`src/rtl/pc_pkg.sv`:
```
// rtl/pc_pkg.sv - shared PC-source codes, fetch FSM states and default fetch addresses
package pc_pkg;

  localparam logic [1:0] PC_SRC_RESET = 2'b00;
  localparam logic [1:0] PC_SRC_ALU   = 2'b01;
  localparam logic [1:0] PC_SRC_PLUS4 = 2'b10;
  localparam logic [1:0] PC_SRC_HOLD  = 2'b11;

  localparam logic [31:0] DEFAULT_RESET_PC = 32'h4000_0000;
  localparam logic [31:0] DEFAULT_TRAP_PC  = 32'h4000_0100;

  // Wide enough for the largest legal flush length (7).
  localparam int FLUSH_CNT_W = 3;

  typedef enum logic [1:0] {
    ST_BOOT  = 2'd0,
    ST_RUN   = 2'd1,
    ST_FLUSH = 2'd2
  } fetch_state_e;

  function automatic logic [31:0] word_align(input logic [31:0] addr);
    return {addr[31:2], 2'b00};
  endfunction

endpackage

```
`src/rtl/flush_timer.sv`:
```
// rtl/flush_timer.sv - load/decrement counter that holds flush for FLUSH_CYCLES cycles
module flush_timer
  import pc_pkg::*;
#(
  parameter int FLUSH_CYCLES = 1
) (
  input  logic clk,
  input  logic rst,
  input  logic load,
  output logic flush,
  output logic busy
);

  logic [FLUSH_CNT_W-1:0] cnt;

  always_ff @(posedge clk) begin
    if (rst) begin
      cnt   <= '0;
      flush <= 1'b0;
    end else if (load) begin
      cnt   <= FLUSH_CNT_W'(FLUSH_CYCLES - 1);
      flush <= 1'b1;
    end else if (cnt != '0) begin
      cnt   <= cnt - 1'b1;
      flush <= 1'b1;
    end else begin
      flush <= 1'b0;
    end
  end

  assign busy = (cnt != '0);

endmodule

```
`src/rtl/pc_fetch_ctrl.sv`:
```
// rtl/pc_fetch_ctrl.sv - fetch PC sequencer (boot/+4/hold/redirect); MISALIGN_TRAP_EN enables misaligned-redirect trap
module pc_fetch_ctrl
  import pc_pkg::*;
#(
  parameter logic [31:0] RESET_PC     = DEFAULT_RESET_PC,
  parameter logic [31:0] TRAP_PC      = DEFAULT_TRAP_PC,
  parameter int          FLUSH_CYCLES = 1
) (
  input  logic        clk,
  input  logic        rst,
  input  logic        stall,
  input  logic        redirect_valid,
  input  logic [31:0] redirect_target,
  output logic [31:0] fetch_pc,
  output logic        fetch_valid,
  output logic        flush,
  output logic [1:0]  pc_src,
  output logic [15:0] redirect_cnt,
  output logic        misalign_trap
);

`ifdef MISALIGN_TRAP_EN
  localparam bit TRAP_ON = 1'b1;
`else
  localparam bit TRAP_ON = 1'b0;
`endif

  fetch_state_e state_q, state_d;
  logic [31:0]  pc_d;
  logic [1:0]   src_d;
  logic         valid_d;
  logic [15:0]  cnt_d;
  logic         trap_d;
  logic         accept;
  logic         misaligned;
  logic         timer_busy;

  assign misaligned = (redirect_target[1:0] != 2'b00);

  always_comb begin
    state_d = state_q;
    pc_d    = fetch_pc;
    src_d   = pc_src;
    valid_d = fetch_valid;
    cnt_d   = redirect_cnt;
    trap_d  = 1'b0;
    accept  = 1'b0;
    case (state_q)
      ST_BOOT: begin
        state_d = ST_RUN;
        valid_d = 1'b1;
        pc_d    = RESET_PC;
        src_d   = PC_SRC_RESET;
      end
      default: begin
        valid_d = 1'b1;
        if (redirect_valid) begin
          // Redirect beats stall; a redirect in FLUSH restarts the timer.
          accept  = 1'b1;
          state_d = ST_FLUSH;
          src_d   = PC_SRC_ALU;
          trap_d  = TRAP_ON && misaligned;
          pc_d    = (TRAP_ON && misaligned) ? TRAP_PC : word_align(redirect_target);
          if (redirect_cnt != 16'hFFFF) cnt_d = redirect_cnt + 16'd1;
        end else begin
          if (stall) begin
            src_d = PC_SRC_HOLD;
          end else begin
            pc_d  = fetch_pc + 32'd4;
            src_d = PC_SRC_PLUS4;
          end
          if (state_q == ST_FLUSH && !timer_busy) state_d = ST_RUN;
        end
      end
    endcase
  end

  always_ff @(posedge clk) begin
    if (rst) begin
      state_q       <= ST_BOOT;
      fetch_pc      <= RESET_PC;
      fetch_valid   <= 1'b0;
      pc_src        <= PC_SRC_RESET;
      redirect_cnt  <= 16'd0;
      misalign_trap <= 1'b0;
    end else begin
      state_q       <= state_d;
      fetch_pc      <= pc_d;
      fetch_valid   <= valid_d;
      pc_src        <= src_d;
      redirect_cnt  <= cnt_d;
      misalign_trap <= trap_d;
    end
  end

  flush_timer #(
    .FLUSH_CYCLES(FLUSH_CYCLES)
  ) u_flush_timer (
    .clk  (clk),
    .rst  (rst),
    .load (accept),
    .flush(flush),
    .busy (timer_busy)
  );

endmodule

```
`config.mk`:
```
export PLATFORM = sky130hd
export DESIGN_NAME = pc_fetch_ctrl
export DESIGN_NICKNAME = d
export VERILOG_FILES = /design/src/rtl/pc_pkg.sv /design/src/rtl/flush_timer.sv /design/src/rtl/pc_fetch_ctrl.sv
export SDC_FILE = /design/constraint.sdc
export NUM_CORES = 1
export LEC_CHECK = 0
export CAP_MARGIN = 5
export CORE_ASPECT_RATIO = 2
export CORE_MARGIN = 2
export CORE_UTILIZATION = 30
export DETAILED_ROUTE_END_ITERATION = 10
export PLACE_DENSITY = 0.6
export SYNTH_ARGS = -nofsm -noshare
export SYNTH_HDL_FRONTEND = slang
export SYNTH_SLANG_ARGS = --single-unit
```
`constraint.sdc`:
```
create_clock -name clk -period 4.2 [get_ports clk]
set_clock_uncertainty 0.1 [all_clocks]
set_input_delay 1.26 -clock clk [delete_from_list [all_inputs] [get_ports clk]]
set_output_delay 1.26 -clock clk [all_outputs]
set_load 0.005 [all_outputs]
```
==> Word level (Yosys, flattened, before mapping) <==
Cells that the tools add are included.
W data, S select, Z words.
{ "classes": {"add_sub_neg": 3, "n_eq_ne": 3, "n_mux": 12, "bitwise": 1, "reduce_logical": 10} }
{ "op_table": {"columns": ["cell", "n"], "rows": [
  ["$mux W32", 2],
  ["$add A32 B3 Y32 const B", 1],
  ["$add A16 B1 Y16 const B", 1],
  ["$ne A16 B16 Y1 const B", 1],
  ["$mux W1", 8],
  ["$reduce_bool A3 Y1", 2],
  ["$mux W2", 2],
  ["$reduce_or A2 Y1", 2],
  ["$reduce_and A3 Y1", 1],
  ["$reduce_or A3 Y1", 1],
  ["$sub A3 B1 Y3 const B", 1],
  ["$eq A2 B2 Y1 const B", 1],
  ["$logic_not A2 Y1", 1],
  ["$ne A2 B1 Y1 const B", 1],
  ["$reduce_bool A2 Y1", 1],
  ["$logic_and A1 B1 Y1", 1],
  ["$logic_not A1 Y1", 1],
  ["$not A1 Y1", 1]
]} }
{ "totals": {"regBits": 57, "inputBits": 36, "word_cells": 39} }

==> Longest topological paths before layout <==
{ "logic_depth": {"depth_word": 6, "mapped_depth": 7, "depth_no_buf": 6} }

==> By module <==
Synthesis repeated with hierarchy kept, for this count alone.
{ "hier_totals": {"cells_unflattened": 336, "hier_area_um2": 2827.7} }
{ "modules_own_cells": {"columns": ["module", "n_inst", "cells_each", "area_each_um2", "seq_area_each_um2"], "rows": [
  ["pc_fetch_ctrl", 1, 317, 2637.5, 1021.0],
  ["flush_timer", 1, 19, 190.2, 80.1]
]} }

==> Least setup slack after synthesis <==
Ideal clock, no wire load.
{ "synth_timing": {"path_type": "input to register", "startpoint": "in redirect_valid", "endpoint": "reg redirect_cnt[15]", "setup_time_ns": 0.121, "arrival_ns": 2.370, "slack_ns": 1.609, "path_stages": 6, "n_path_buf": 1, "path_cell_list": "buf_2 -> o21ai_0 -> nor3_1 -> nand3_1 -> nor2_1 -> mux2_2"} }
{ "synth_via": {"elab_chain_len": 1} }
{ "synth_lines": {"columns": ["item", "line", "rtl"], "rows": [
  ["start, declared", "pc_fetch_ctrl.sv:12", "input logic redirect_valid,"],
  ["$reduce_and A3 Y1 (no source line)", null, null],
  ["end signal, assigned", "pc_fetch_ctrl.sv:91", "redirect_cnt <= cnt_d;"],
  ["end, declared", "pc_fetch_ctrl.sv:18", "output logic [15:0] redirect_cnt,"]
]} }
No other way between the ends.
A chain may end at the register's enable or synchronous reset.

==> Worst setup path in the final report <==
{ "layout_timing": {"startpoint": "in stall", "endpoint": "reg fetch_pc[22]"} }
{ "layout_via": {"elab_chain_len": 1} }
{ "layout_lines": {"columns": ["item", "line", "rtl"], "rows": [
  ["start, declared", "pc_fetch_ctrl.sv:11", "input logic stall,"],
  ["$ne A2 B1 Y1 (no source line)", null, null],
  ["end signal, assigned", "pc_fetch_ctrl.sv:88", "fetch_pc <= pc_d;"],
  ["end, declared", "pc_fetch_ctrl.sv:14", "output logic [31:0] fetch_pc,"]
]} }
No other way between the ends.

==> impl_metrics.ini <==
[finish]
nFillCells = 961
syn_to_final_growth_pct = 38.4
nNetsFinal = 453
drive_gt1_share_pct = 6.52
antennaDiodeCount = 0
post-route-util_pct = 42.2

[yosys]
synth_seq_cells = 55
yosysSeqAreaShare_pct = 38.7
yosysTopAreaCell = dfxtp_1
synthFlopType = dfxtp_1
synth_compound_area_share_pct = 12.2
synthMuxAreaShare_pct = 2.33
synth_edf_count = 0
avgSynthCellArea_um2 = 8.49
synth_area_leaders = dfxtp_1 (39%), xor2_1 (6.8%), nor2_1 (5.7%)
syn_area_mm2 = 0.00284
synthArstFlopShare_pct = 0
ys_warn_count = 0
yosysTopAreaCellShare_pct = 38.7
synthXorXnorAreaFrac_pct = 12.3
synth_common_cells = dfxtp_1 (55), nor2_1 (43), a21oi_1 (31), xor2_1 (22), o21ai_0 (20)
yosysUniqueCellTypes = 46
synth.most_common_cell = dfxtp_1
synth_simple_gate_area_share_pct = 28.4
synth_top_family_by_area = simple AND/OR/NAND/NOR gates
syn_inst = 335
synthAdderAreaFrac_pct = 1.76

[die]
die_w_um = 72.8
core_area_mm2 = 0.00932
die_area_mm2 = 0.0103
die_h_um = 142
ios = 89
placementRows = 50
start_util_pct = 30.5

[global_routing]
grt_antenna_before_repair = 0
grt_max_degree = 42
grt_pass1_vias = 2646
overflow = 0
grtUsageTotal_pct = 15.6
grt_pass1_wl_mm = 12.7

[clock_network]
path_clk_slew_ps = 70
ctsResizeCount = 0
cts.htree.levels = 2
cts_setup_buffers = 0
cts.sinks = 55
cts_tree = built
root_buffer = clkbuf_16
numCtsBuffers = 5
clock_latency_ps = 300
cts_buffer_depth = 2
cts_hold_buf = 0

[worst_setup_path]
critPathMaxFanout = 11
path_cells = clkdlybuf4s50_1 -> nand4b_1 -> nor4_4 -> nand4_1 -> xor2_1 -> a211oi_2
critPathKind = input pin to flop
worstSetupStartpointType = input pin
cp_num_buf_inv = 1
required_ps = 4320
cpMaxStageDelayCell = clkdlybuf4s50_1
cpLargestDelayFamily = simple AND/OR/NAND/NOR gates
cp-end-kind = flop
cp_slowest_stage_delay_ps = 610
crit_arrival_ps = 3210

[timing]
post-route-min-period_ps = 3090
final.setup.tns_ps = 0
setup_viol = 0
setup_slack_ps = 1110
max-slew-margin-rel_pct = 27.5
min_period_over_period_pct = 73.6
hold_viol = 0
worstMarginPinSlew_ps = 1090
rsz0062_at_grt = no
finalMaxSlewViolations = 0
fmax_mhz = 324

[pwr]
ir_drop_mv = 0.219
power_density_mw_per_mm2 = 355
power_mw = 1.40
cellLeakagePower_nw = 1.42

[worst_hold_path]
hold_class = flop to flop

[routing]
wl_per_cell_um = 15.2
postRouteAntennaNets = 0
vias = 2621
wirelength_mm = 7.86
routed_via_density = 5.06
first_iter_violations = 120
route.detailed.drc = 0
drtPass1Iterations = 4

[place]
io_buffers = 83
hpwl_mm = 5.91
place.gp.congestion = 0.782
place_ws_ps = 801

[run]
maxCapViolCount = 0

[status]
outcome = finished clean
[path summary, 6_finish.rpt]
check | start | endpoint | slack, ps | cells after the start
min | u_flush_timer.cnt[1] | u_flush_timer.cnt[1] | 450 | 2
max | stall | fetch_pc[22] | 1110 | 6
max reg2reg | fetch_pc[2] | fetch_pc[22] | 2130 | 6
min reg2reg | u_flush_timer.cnt[1] | u_flush_timer.cnt[1] | 450 | 2
[final cells by class]
type	count	area, um^2	share of cell area (%)
clock buffers	6	139	3.53
clock inverters	2	35.0	0.890
inverters	10	37.5	0.954
multi-input cells	254	1630	41.5
flip-flops and latches	55	1100	28.0
well taps	104	130	3.31
repair buffers	87	861	21.9
[per-stage QoR]
step,hold WS (ps),std cells,area [um^2]
global placement,406,510,3760
CTS,445,518,3940
global route,477,518,3940
floorplan,391,337,2850
detailed placement,430,510,3760
finish,452,518,3940
[layer usage]
metal / GRT usage, % / vias up / part of all wire [%]
met5: 0 / - / 0
met4: 5.95 / 0 / 2.0
met3: 4.40 / 11 / 6.2
met2: 28.2 / 76 / 55
met1: 16.5 / 1214 / 37
li1: - / 1320 / -
[cells in the final DEF, fill, tap and decap left out, drive strengths merged, types with 13 or more instances in the layout]
cell,netlist,routed
clkdlybuf4s50,0,83
dfxtp,55,55
nor2,43,43
a21oi,31,31
xor2,22,22
o21ai,21,21
nand2,18,18
xnor2,18,18
nand3,17,17
nor3,14,14
nand4,13,13
[power by group]
part           internal [mW]  switching [mW]
sequential             0.567          0.0456
clock                  0.297           0.196
combinational          0.156           0.136
total                   1.02           0.378
[kinds of logic (layout without fill, tap and decap cells)]
family	after synthesis	after routing
adders and majority gates	4	4
AOI/OAI and AO/OA	63	63
muxes	6	6
xor gates and xnor gates	40	40
and+or+nand+nor	138	138
other	1	3
buffers and inverters	28	105
DFF	55	55
[registers in the layout, indices dropped and copies added (netlist names)]
signal,cells
fetch_pc,30
u_flush_timer.cnt,3
u_flush_timer.flush,1
redirect_cnt,16
pc_src,2
state_q,2
fetch_valid,1
[worst min-delay path: cells and delay by family (launching register included)]
family,cells,cell delay (ps)
flops,1,310
compound gates,1,140
simple gates,1,60
No activity file was read; power rests on OpenSTA's default activity.
